File: src/rtl/stack_sequencer.sv
// Stack CPU instruction sequencer: operand stack, ALU, and the pop/exec/push FSM.
// Latency: PUSH/POP 1 working cycle, unary ALU 3, binary ALU 4, NOP/illegal 0; done follows in the next IDLE cycle.
// Backpressure: instr_ready is high only in IDLE; the source holds the instruction until it is accepted.
module stack_sequencer #(
  parameter int WORD  = 4,
  parameter int DEPTH = 2,
  localparam int CW   = $clog2(DEPTH + 1)
) (
  input  logic            clk,
  input  logic            rst,
  input  logic            instr_valid,
  output logic            instr_ready,
  input  logic [1:0]      instr_op,
  input  logic [2:0]      instr_alu,
  input  logic [WORD-1:0] instr_imm,
  output logic [WORD-1:0] top,
  output logic [CW-1:0]   depth,
  output logic            busy,
  output logic            done,
  output logic            err,
  input  logic            err_clr
);

  localparam logic [1:0] OP_NOP  = 2'b00;
  localparam logic [1:0] OP_PUSH = 2'b01;
  localparam logic [1:0] OP_POP  = 2'b10;
  localparam logic [1:0] OP_ALU  = 2'b11;

  typedef enum logic [2:0] {
    S_IDLE,
    S_POP_B,
    S_POP_A,
    S_EXEC,
    S_PUSH_R
  } state_t;

  state_t            state_q, state_d;
  logic [WORD-1:0]   stk_q [DEPTH];
  logic [WORD-1:0]   stk_d [DEPTH];
  logic [CW-1:0]     depth_q, depth_d;
  logic [WORD-1:0]   a_q, a_d;
  logic [WORD-1:0]   b_q, b_d;
  logic [WORD-1:0]   r_q, r_d;
  logic [1:0]        op_q, op_d;
  logic [2:0]        alu_q, alu_d;
  logic [WORD-1:0]   imm_q, imm_d;
  logic              done_q, done_d;
  logic              err_q, err_d;

  logic              accept;
  logic              legal;
  logic              err_set;

  // Functions 3, 6 and 7 only consume the top entry (B).
  function automatic logic is_unary(input logic [2:0] f);
    return (f == 3'd3) || (f == 3'd6) || (f == 3'd7);
  endfunction

  // A is the deeper operand, B the former top; results wrap mod 2^WORD.
  function automatic logic [WORD-1:0] alu_fn(input logic [WORD-1:0] a,
                                             input logic [WORD-1:0] b,
                                             input logic [2:0]      f);
    logic [WORD-1:0] res;
    case (f)
      3'd0:    res = a ^ b;
      3'd1:    res = a | b;
      3'd2:    res = a & b;
      3'd3:    res = ~b;
      3'd4:    res = a + b;
      3'd5:    res = a - b;
      3'd6:    res = b;
      default: res = '0 - b;
    endcase
    return res;
  endfunction

  assign instr_ready = (state_q == S_IDLE) && !rst;
  assign accept      = instr_valid && instr_ready;
  assign top         = stk_q[0];
  assign depth       = depth_q;
  assign busy        = (state_q != S_IDLE);
  assign done        = done_q;
  assign err         = err_q;

  // Legality of the presented instruction against the current stack depth.
  always_comb begin
    legal = 1'b1;
    case (instr_op)
      OP_PUSH: legal = (depth_q < CW'(DEPTH));
      OP_POP:  legal = (depth_q != '0);
      OP_ALU:  legal = is_unary(instr_alu) ? (depth_q != '0) : (depth_q >= CW'(2));
      default: legal = 1'b1;
    endcase
  end

  // Next-state logic: FSM transitions, stack shifts, operand capture, done/err.
  always_comb begin
    state_d = state_q;
    stk_d   = stk_q;
    depth_d = depth_q;
    a_d     = a_q;
    b_d     = b_q;
    r_d     = r_q;
    op_d    = op_q;
    alu_d   = alu_q;
    imm_d   = imm_q;
    done_d  = 1'b0;
    err_set = 1'b0;

    case (state_q)
      S_IDLE: begin
        if (accept) begin
          op_d  = instr_op;
          alu_d = instr_alu;
          imm_d = instr_imm;
          if (!legal) begin
            err_set = 1'b1;
            done_d  = 1'b1;
          end else begin
            case (instr_op)
              OP_PUSH: state_d = S_PUSH_R;
              OP_POP:  state_d = S_POP_B;
              OP_ALU:  state_d = S_POP_B;
              default: done_d  = 1'b1;
            endcase
          end
        end
      end
      S_POP_B, S_POP_A: begin
        if (state_q == S_POP_B) b_d = stk_q[0];
        else                    a_d = stk_q[0];
        for (int i = 0; i < DEPTH - 1; i++) stk_d[i] = stk_q[i+1];
        stk_d[DEPTH-1] = '0;
        depth_d = depth_q - CW'(1);
        if (state_q == S_POP_A) begin
          state_d = S_EXEC;
        end else if (op_q == OP_POP) begin
          state_d = S_IDLE;
          done_d  = 1'b1;
        end else if (is_unary(alu_q)) begin
          state_d = S_EXEC;
        end else begin
          state_d = S_POP_A;
        end
      end
      S_EXEC: begin
        r_d     = alu_fn(a_q, b_q, alu_q);
        state_d = S_PUSH_R;
      end
      S_PUSH_R: begin
        for (int i = DEPTH - 1; i > 0; i--) stk_d[i] = stk_q[i-1];
        stk_d[0] = (op_q == OP_ALU) ? r_q : imm_q;
        depth_d  = depth_q + CW'(1);
        state_d  = S_IDLE;
        done_d   = 1'b1;
      end
      default: state_d = S_IDLE;
    endcase

    // Setting wins over a simultaneous clear.
    if (err_set)      err_d = 1'b1;
    else if (err_clr) err_d = 1'b0;
    else              err_d = err_q;
  end

  // State register with asynchronous reset of every stack entry and operand.
  always_ff @(posedge clk or posedge rst) begin
    if (rst) begin
      state_q <= S_IDLE;
      for (int i = 0; i < DEPTH; i++) stk_q[i] <= '0;
      depth_q <= '0;
      a_q     <= '0;
      b_q     <= '0;
      r_q     <= '0;
      op_q    <= OP_NOP;
      alu_q   <= '0;
      imm_q   <= '0;
      done_q  <= 1'b0;
      err_q   <= 1'b0;
    end else begin
      state_q <= state_d;
      stk_q   <= stk_d;
      depth_q <= depth_d;
      a_q     <= a_d;
      b_q     <= b_d;
      r_q     <= r_d;
      op_q    <= op_d;
      alu_q   <= alu_d;
      imm_q   <= imm_d;
      done_q  <= done_d;
      err_q   <= err_d;
    end
  end

endmodule
File: config.mk
export PLATFORM = sky130hd
export DESIGN_NAME = stack_sequencer
export DESIGN_NICKNAME = d
export VERILOG_FILES = /design/src/rtl/stack_sequencer.sv
export SDC_FILE = /design/constraint.sdc
export NUM_CORES = 1
export LEC_CHECK = 0
export CORE_MARGIN = 3
export CORE_UTILIZATION = 51
export DETAILED_ROUTE_END_ITERATION = 6
export GPL_TIMING_DRIVEN = 0
export PLACE_DENSITY = 0.86
export SYNTH_ARGS = -nofsm -noshare
export SYNTH_HDL_FRONTEND = slang
export SYNTH_SLANG_ARGS = --single-unit
File: constraint.sdc
create_clock -name clk -period 2.3 [get_ports clk]
set_clock_uncertainty 0.2 [all_clocks]
set_input_delay 0.23 -clock clk [delete_from_list [all_inputs] [get_ports clk]]
set_output_delay 0.23 -clock clk [all_outputs]
set_load 0.01 [all_outputs]
==> metrics.yaml <==
clocking:
  cts-root-buf: "clkbuf_8"
  cts_made_buffers: 5
  cts_buffer_depth: 2
  clock-sinks: 36
  clk_latency_ns: 0.29
  cts.reportedPaths.clkPinSlew_ns: 0.08
  cts_tree: "yes"
  cts_htree_levels: 2
floorplanning:
  boundaryPins: 23
  chipWidth_um: 70.9
  core_sq_um: 3850
  placementRows: 22
  start_util_pct: 55.7
  chipHeight_um: 70.9
  die_area_sq_um: 5020
detailed_routing:
  drt-pass1-iter-count: 5
  drc: 0
  drtIter0Drc: 128
  via_count: 1738
  wirelength_mm: 4.86
  viasPerCell: 5.72
  drtAntennaViolNets: 0
  wl_per_cell_um: 16.0
finish:
  num-nets-final: 281
  layout_commonest_cell: "dfrtp_1"
  syn_to_final_growth_pct: 24.2
  drive_above_1_share_pct: 23.0
  final_cell_mix: "dfrtp_1 (34), nand2_1 (22), clkdlybuf4s50_1 (21)"
  antennaDiodeCount: 0
power_and_ir_drop:
  power_frac_clock_pct: 11.5
  ir_drop_mv: 0.814
  seq_power_share_pct: 30.6
  p_leak_nw: 1.18
  power_mw: 4.12
  p_per_area_nw_per_um2: 1550
  cell_internal_pwr_mw: 2.40
  swShare_pct: 41.7
  combPwrFrac_pct: 57.9
  p_switching_mw: 1.72
critical_path:
  cpPeakStageDelay_ns: 0.55
  cp_max_fo: 4
  crit_chain: "buf_8, inv_8, nor2_4, nand2_2, mux2i_2, inv_1, fa_2, a21oi_2, a221oi_2, o31ai_1"
  cp.arrival_ns: 2.37
  regToRegStartpoint: "alu_q[2]"
  r2r_setup_slack_ns: -0.11
  cp.required_ns: 2.27
  slowest_stage: "fa_2"
  crit_start: "alu_q[2]"
  cp-end-kind: "register"
  path_class: "register to register"
  crit_end: "r_q[1]"
  reg2regPathDepth: 10
  cp-start-kind: "register"
  rr_endpoint: "r_q[1]"
placed_design:
  dp_slack_ns: -0.259
  dp_hpwl_mm: 3.33
  port_buffers: 22
  gp_congestion: 0.925
sta:
  worstMarginPinSlew_ns: 0.890
  period_share_pct: 105
  slew_viol_final: 0
  finalCriticalPeriod_ns: 2.41
  worst_slew_margin_rel_pct: 40.2
  setup_viol: 1
  finalWorstSetupSlack_ns: -0.109
  hold_viol: 0
  fmax_ghz: 0.415
  rsz0062_at_grt: "yes"
synth:
  synth_top_family_by_area: "compound AO/OA/AOI/OAI gates"
  post_synth_mux_area_share_pct: 9.09
  synth_edf_count: 0
  ys.flop_type: "dfrtp_1"
  synth-adder-area-share_pct: 7.93
  synth-seq-cells: 36
  yosysSeqAreaShare_pct: 42.0
  synth_compound_area_share_pct: 15.9
  synthesis.nets: 245
  synthSimpleGateAreaFrac_pct: 13.9
  synthCells: 219
  synth_cell_types: 46
  yosys_warnings: 0
  synth-xor-area-share_pct: 3.67
  synth_area_sq_um: 2150
  async_flop_share_pct: 100
  synth.avg_cell_area_sq_um: 9.80
grt:
  grt_util_all_layers_pct: 19.5
  grt_start_max_net_pins: 37
  antenna_found_initial: 0
  grt_pass1_vias: 1633
  overflow: 0
  grt_pass1_wl_mm: 7.71
flow_run:
  cap_viol_max_count: 0
worst_hold_path:
  hold_class: "register to register"
status:
  status: "finished with violations"
  failed_checks: "negative setup slack"
[power by group through the flow]
stage | Combinational (mW) | Clock, mW | Sequential [mW]
floorplan | 1.54 | 0 | 1.14
detailed placement | 2.04 | 0 | 1.22
global route | 2.63 | 0.502 | 1.29
finish | 2.39 | 0.472 | 1.26
CTS | 2.20 | 0.479 | 1.22
global placement | 1.98 | 0 | 1.21
[worst min path at each step]
stage,cells past startpoint,end,start,slack (ns)
global route,1,stk_q[2],stk_q[2],0.33
detailed placement,2,r_q[1],r_q[1],0.28
floorplan,1,err,err_clr,0.14
CTS,2,r_q[1],r_q[1],0.30
finish,1,stk_q[3],stk_q[3],0.30
global placement,2,r_q[2],r_q[2],0.27
[repair_timing]
item                                    CTS  global route
endpoints found under the setup margin    4             3
buffers inserted                          5             5
endpoints found under the hold margin     0             0
gates resized for setup                  14            12
hold buffers                              0             0
pin swaps                                 6             8
[metrics by stage]
stage	area [sq um]	cells	hold slack, ns	utilization [%]	TNS, ns
floorplan	2160	219	0.136	-	0
global placement	2440	289	0.273	63.4	-0.496
detailed placement	2440	289	0.279	63.4	-0.648
CTS	2610	301	0.298	67.7	-0.0564
global route	2670	304	0.327	69.2	-0.421
finish	2670	304	0.302	69.2	-0.109
[synthesized netlist by cell type (2+ instances only)]
cell	n	share of area [%]
nand3_1	10	2.3
ha_1	12	7.0
o221ai_1	2	0.82
nor2_1	10	1.7
o21ai_0	20	4.7
inv_1	18	3.1
a211o_1	2	0.82
clkbuf_1	4	0.70
nor3_1	4	0.93
nand2_1	23	4.0
dfrtp_1	36	42
mux2i_1	6	2.8
a221oi_1	2	0.82
xnor2_1	8	3.3
buf_6	2	1.0
nand2b_1	2	0.58
buf_4	4	1.4
o22ai_1	5	1.5
a22o_1	4	1.6
a21oi_1	10	2.3
mux2_2	10	5.2
[logic make-up after synthesis]
logic type | Yosys count
AO/OA/AOI/OAI | 53
multiplexers | 17
buffers and inverters | 31
AND/OR/NAND/NOR | 60
XOR/XNOR | 9
flip-flops | 36
adder cells (fa/ha/maj) | 13
[state kept, by name (all words and copies together), names as in the netlist]
signal	count
imm_q	4
a_q	4
alu_q	3
b_q	4
op_q	2
stk_q	4
r_q	4
top	4
err	1
done	1
depth	2
state_q	3
[critical path: cells and delay by family, from the launching register on]
kind | cells | cell delay (ns)
adders and majority gates | 1 | 0.55
muxes | 1 | 0.23
and+or+nand+nor | 2 | 0.18
AOI/OAI and AO/OA | 3 | 0.46
DFF | 1 | 0.39
buffers and inverters | 3 | 0.26
[final cells by class]
type,count,area [sq um]
Inverter,18,75.1
Multi-Input combinational cell,152,1150
Fill cell,314,1190
Sequential cell,36,903
Clock inverter,1,7.51
Buffer,10,92.6
Timing Repair Buffer,32,294
Clock buffer,7,86.3
Tap cell,48,60.1
[metal layers]
metal	wire [um]	up-vias	GRT usage, %
li1	-	833	-
met1	2190	834	26.8
met2	2350	65	31.1
met3	259	6	3.41
met4	71	0	6.68
met5	0	-	0
Note: power is estimated with default switching activity, not from simulation.
